--- config.mk ---
export PLATFORM = sky130hd
export DESIGN_NAME = fetch_sequencer
export DESIGN_NICKNAME = d
export VERILOG_FILES = /design/src/rtl/fetch_sequencer.sv
export SDC_FILE = /design/constraint.sdc
export NUM_CORES = 1
export LEC_CHECK = 0
export ABC_AREA = 1
export CORE_ASPECT_RATIO = 0.7
export CORE_MARGIN = 3
export CORE_UTILIZATION = 45
export CTS_BUF_LIST = sky130_fd_sc_hd__clkbuf_8
export CTS_CLUSTER_SIZE = 8
export DETAILED_ROUTE_END_ITERATION = 12
export GPL_ROUTABILITY_DRIVEN = 0
export PLACE_DENSITY_LB_ADDON = 0.08
export SYNTH_ARGS = -nofsm -noshare
export SYNTH_HDL_FRONTEND = slang
export SYNTH_SLANG_ARGS = --single-unit
--- constraint.sdc ---
create_clock -name CLK -period 4 [get_ports CLK]
set_input_delay 0.8 -clock CLK [delete_from_list [all_inputs] [get_ports CLK]]
set_output_delay 0.8 -clock CLK [all_outputs]
set_load 0.01 [all_outputs]
--- src/rtl/fetch_sequencer.sv ---
// Command-level controller for the data-fetch unit: accepts one load/store command,
// drives the fetch controls through clear -> run -> finish and pulses completion.
module fetch_sequencer #(
    parameter int unsigned TIMEOUT_CYCLES = 255,
    parameter int unsigned CNT_W          = 16
) (
    input  logic        CLK,
    input  logic        RST,
    input  logic        CMD_VALID,
    output logic        CMD_READY,
    input  logic [2:0]  CMD_OP,
    input  logic [16:0] CMD_ADDR,
    input  logic [1:0]  CMD_DIMEN,
    input  logic [1:0]  CMD_PESEL,
    output logic [1:0]  DIMEN,
    output logic [16:0] ADDRESS,
    output logic        ADDR_RST,
    output logic        ADDR_START,
    output logic        WRADDR_START,
    output logic [1:0]  PE_SEL,
    output logic        PE_SEL_2x2,
    output logic        PE_SEL_4,
    input  logic        FETCH_DONE,
    input  logic        STORE_DONE,
    output logic        BUSY,
    output logic        CMD_DONE,
    output logic [1:0]  ERR
);

    localparam logic [2:0] OP_LOAD_PE = 3'd1;
    localparam logic [2:0] OP_LOADA   = 3'd2;
    localparam logic [2:0] OP_LOADB   = 3'd3;
    localparam logic [2:0] OP_STORE   = 3'd4;

    localparam logic [CNT_W-1:0] CNT_LAST = CNT_W'(TIMEOUT_CYCLES - 1);
    localparam logic [CNT_W-1:0] CNT_ONE  = CNT_W'(1);

    typedef enum logic [2:0] {StIdle, StClr, StRunLd, StRunSt, StFin} state_e;

    state_e           state_q;
    logic [2:0]       op_q;
    logic [CNT_W-1:0] cnt_q;
    logic             timeout;

    // cnt_q holds the number of RUN cycles already completed before the current one.
    assign timeout = (cnt_q == CNT_LAST);

    always_ff @(posedge CLK) begin
        if (RST) begin
            state_q      <= StIdle;
            op_q         <= 3'd0;
            cnt_q        <= '0;
            CMD_READY    <= 1'b0;
            BUSY         <= 1'b0;
            CMD_DONE     <= 1'b0;
            ADDR_RST     <= 1'b1;
            ADDR_START   <= 1'b0;
            WRADDR_START <= 1'b0;
            DIMEN        <= 2'd0;
            ADDRESS      <= 17'd0;
            PE_SEL       <= 2'd0;
            PE_SEL_2x2   <= 1'b0;
            PE_SEL_4     <= 1'b0;
            ERR          <= 2'b00;
        end else begin
            CMD_DONE <= 1'b0;
            unique case (state_q)
                StIdle: begin
                    if (CMD_VALID && CMD_READY) begin
                        op_q      <= CMD_OP;
                        CMD_READY <= 1'b0;
                        BUSY      <= 1'b1;
                        ADDR_RST  <= 1'b1;
                        if (CMD_OP <= OP_STORE) begin
                            state_q <= StClr;
                            DIMEN   <= CMD_DIMEN;
                            ADDRESS <= CMD_ADDR;
                            case (CMD_OP)
                                OP_LOAD_PE: begin
                                    PE_SEL     <= 2'd1;
                                    PE_SEL_4   <= CMD_PESEL[1];
                                    PE_SEL_2x2 <= CMD_PESEL[0];
                                end
                                OP_LOADA: begin
                                    PE_SEL     <= 2'd2;
                                    PE_SEL_2x2 <= CMD_PESEL[0];
                                end
                                OP_LOADB: begin
                                    PE_SEL     <= 2'd3;
                                    PE_SEL_2x2 <= CMD_PESEL[0];
                                end
                                default: begin
                                    PE_SEL     <= 2'd0;
                                    PE_SEL_2x2 <= 1'b0;
                                    PE_SEL_4   <= 1'b0;
                                end
                            endcase
                        end else begin
                            // Illegal opcode skips the fetch entirely but still completes.
                            state_q  <= StFin;
                            CMD_DONE <= 1'b1;
                            ERR[1]   <= 1'b1;
                        end
                    end else begin
                        CMD_READY <= 1'b1;
                        ADDR_RST  <= 1'b0;
                    end
                end

                StClr: begin
                    ADDR_RST   <= 1'b0;
                    ADDR_START <= 1'b1;
                    cnt_q      <= '0;
                    if (op_q == OP_STORE) begin
                        state_q      <= StRunSt;
                        WRADDR_START <= 1'b1;
                    end else begin
                        state_q <= StRunLd;
                    end
                end

                StRunLd: begin
                    cnt_q <= cnt_q + CNT_ONE;
                    if (FETCH_DONE || timeout) begin
                        state_q    <= StFin;
                        ADDR_START <= 1'b0;
                        ADDR_RST   <= 1'b1;
                        CMD_DONE   <= 1'b1;
                        if (!FETCH_DONE) begin
                            ERR[0] <= 1'b1;
                        end
                    end
                end

                StRunSt: begin
                    cnt_q <= cnt_q + CNT_ONE;
                    if (STORE_DONE || timeout) begin
                        state_q      <= StFin;
                        ADDR_START   <= 1'b0;
                        WRADDR_START <= 1'b0;
                        ADDR_RST     <= 1'b1;
                        CMD_DONE     <= 1'b1;
                        if (!STORE_DONE) begin
                            ERR[0] <= 1'b1;
                        end
                    end
                end

                StFin: begin
                    state_q    <= StIdle;
                    CMD_READY  <= 1'b1;
                    BUSY       <= 1'b0;
                    ADDR_RST   <= 1'b0;
                    DIMEN      <= 2'd0;
                    ADDRESS    <= 17'd0;
                    PE_SEL     <= 2'd0;
                    PE_SEL_2x2 <= 1'b0;
                    PE_SEL_4   <= 1'b0;
                end

                default: begin
                    state_q <= StIdle;
                end
            endcase
        end
    end

endmodule

==> metrics.txt <==
Initial DRT Pass Iterations=4; DIE HEIGHT=68.52 um; hold depth=2; pre-CTS setup slack=1.538 ns; top-area cell type share of the netlist area=0.4223; die area=6530 sq um; Lkg Pwr=1.200 nW; Synth Net Count=383; clk root buf=clkbuf_8; crit path cell chain=clkdlybuf4s50_1 -> nor2_1 -> nor2_1 -> nand2_1 -> nand2_2 -> nand2_1 -> a21oi_2; PortBufs=59; Critical Path Sink Type=flip-flop; Starting Density=0.4729; fmax=465.9 MHz; # rows=22; post-synthesis cell count=352; Final Skew=0.009737 ns; fin crit share=0.5366; Clock Power Share=0.255; final WL=6145 um; Reg2Reg Capture Point=ADDR_START$_SDFFE_PP0P_; distinct cell type count after synthesis=29; CORE AREA=5313 sq um; Critical Path Max Stage Delay=0.51 ns; Crit path buffers/inverters=1; largest area contributor in the netlist=dfxtp_1; Worst Path Max Fanout=22; Logic pwr share=0.317; DRT iter0 DRCs=132; synth warn=0; Power per Cell Area=456.1 nW/um^2; number of flops mapped to enable cells by yosys=0; CTS Buf Count=5; Post-CTS Setup Repair Bufs=0; worst hold path type=reg2reg; RSZ-0062 raised after global routing=no; Setup WS post-layout=1.854 ns; clock-pin transition on the worst setup and hold timing paths=0.09 ns; family with the most delay on the worst path=simple AND/OR/NAND/NOR gates; Startpoint Class=input port; flops & latches, synth=53; sequential area share after synthesis=0.4223; Switching Fraction=0.3405; Avg Synthesized Cell Area=7.138 sq um; clock tree sinks=53; via count=2,386; first-pass GRT wire length=9694 um; initial antenna violation count=0; CTS Hold Bufs=0; via-per-instance ratio=4.960; die width=95.31 um; drt wl/cell=12.78 um; Final Hold Fails=0; post-route ant nets=0; Power Total=1.483 mW; Worst Hold Path EP=op_q[0]$_SDFFE_PP0P_; min-delay src=op_q[0]$_SDFFE_PP0P_; final setup fails=0; hpwl dp=4372 um; final layout net count=439; CTS tree=yes; Area contributors post-synth=dfxtp_1 42%, nand2_1 14%, a21oi_1 8.0%, nor2_1 5.5%, nand3_1 4.6%; P_sw=0.5048 mW; status=complete, no violations; CP arrival=2.38 ns; sequential power share=0.429; share of cells above drive strength 1=0.1076; peak supply drop=0.3528 mV; clk buf depth=2; clk_lat worst skew=0.30 ns; vias in the first global route=2,017; minimum clock period=2.146 ns; WP data required=4.23 ns; Crit-path slowest cell=clkdlybuf4s50_1; post-synth design cell area=2512 sq um; Antenna Cells=0; Slew Limit Fails=0; CTS HTree Levels=2; DRC violations left=0; PostCTS Resize Cnt=0; largest net degree at the start of global routing=42; P&R area growth vs syn=29.38%; critical path class=in2reg; worst reg2reg path startpoint=state_q[1]$_SDFFE_PP0P_; I/O pin count=60; max-cap violations=0; R2R depth=8; GR Overflow Total=0; Final TNS setup=0 ns; ys async rst share=0; Synth Flop Type=dfxtp_1; Pint=0.9779 mW; Slew @ Worst Pin=0.5739 ns; Slew HR=0.6165; GRT Resource Usage Total=0.1889; worst reg-to-reg setup slack=2.22 ns
==> power groups by stage <==
stage	logic [mW]	clock network [mW]	registers, mW
2_1_floorplan	0.305	0	0.653
3_3_place_gp	0.471	0	0.646
3_5_place_dp	0.470	0	0.647
4_1_cts	0.472	0.387	0.636
5_1_grt	0.520	0.411	0.645
6_report	0.469	0.377	0.636
==> synth_stat cells, drive strengths merged, types with 2 or more instances <==
library cell    n
a21oi          50
buf             5
clkbuf          7
clkinv          2
dfxtp          53
ha              2
inv            29
nand2         112
nand3          23
nand4           5
nor2           41
nor3            2
o21ai          13
==> stage by stage <==
stage	hold slack, ns	instance area (sq um)	cells	utilization
2_1_floorplan	0.4292	2512	352	-
3_3_place_gp	0.4391	3131	473	0.5893
3_5_place_dp	0.4452	3131	473	0.5893
4_1_cts	0.4588	3251	481	0.6119
5_1_grt	0.4867	3251	481	0.6119
6_report	0.4557	3251	481	0.6119
==> layout make-up <==
class                      instances  area [sq um]
clock buffer                       6         82.58
clock inverter                     2         37.54
fill                             490          2062
inverter                          31         122.6
multi-input combinational        256          1256
sequential                        53          1061
tap                               72         90.09
timing repair buffer              61         600.6
==> kinds of logic (layout without fill, tap and decap cells) <==
| group | after synthesis | count (layout) | synth area share |
|---|---|---|---|
| flip-flops | 53 | 53 | 0.4223 |
| buffers and inverters | 43 | 100 | 0.07769 |
| AND/OR/NAND/NOR | 186 | 186 | 0.3337 |
| XOR/XNOR | 1 | 1 | 0.003487 |
| adder cells (fa/ha/maj) | 2 | 2 | 0.009959 |
| AO/OA/AOI/OAI | 67 | 67 | 0.1529 |
==> per-layer routing <==
metal  global-route usage  part of all wire
met1               0.2871              0.50
met2               0.2790              0.42
met3              0.03579             0.078
met4              0.03237            0.0020
met5                    0                 0
==> how the worst max path moves through the flow <==
stage	startpoint	endpoint	slack [ns]	cells after the start
after detailed placement	CMD_OP[0]	ADDRESS[12]$_SDFFE_PP0P_	1.54	7
final	CMD_OP[0]	ADDRESS[11]$_SDFFE_PP0P_	1.85	7
after CTS	CMD_OP[0]	ADDRESS[11]$_SDFFE_PP0P_	1.85	7
after global placement	CMD_OP[2]	ADDRESS[6]$_SDFFE_PP0P_	1.57	7
after global routing	CMD_OP[2]	ADDRESS[10]$_SDFFE_PP0P_	1.65	7
after floorplan	CMD_VALID	ADDRESS[10]$_SDFFE_PP0P_	2.22	5
==> worst reg2reg max path, stage by stage, from the launching register on <==
cell and delay [ns]:
dfxtp_1 0.45, clkinv_4 0.12, nor2_4 0.31, inv_1 0.22
nor2_2 0.18, nand2_2 0.13, nand2_1 0.13, nand2_1 0.06
nor2_1 0.11
==> state kept, by name, indices dropped and copies added (netlist names) <==
register and count:
ADDRESS 17, ADDR_RST 1, ADDR_START 1, BUSY 1, CMD_DONE 1, CMD_READY 1
DIMEN 2, ERR 2, PE_SEL 2, PE_SEL_2x2 1, PE_SEL_4 1, WRADDR_START 1
cnt_q 16, op_q 3, state_q 3
==> cells in the final DEF, fill, tap and decap left out, drive strengths merged <==
cell type / Yosys / final
nand2: 112 / 112
nor2: 41 / 41
o21a: 1 / 1
nand3: 23 / 23
xor2: 1 / 1
clkbuf: 7 / 6
nor4: 1 / 1
clkinvlp: 0 / 1
a21oi: 50 / 50
buf: 5 / 3
bufinv: 0 / 1
clkinv: 2 / 2
nand3b: 1 / 1
inv: 29 / 29
clkdlybuf4s50: 0 / 58
ha: 2 / 2
a21o: 1 / 1
o21ai: 13 / 13
or2: 1 / 1
nor3: 2 / 2
a211oi: 1 / 1
dfxtp: 53 / 53
a311oi: 1 / 1
nand4: 5 / 5
Power figures use the tool's default switching activity.
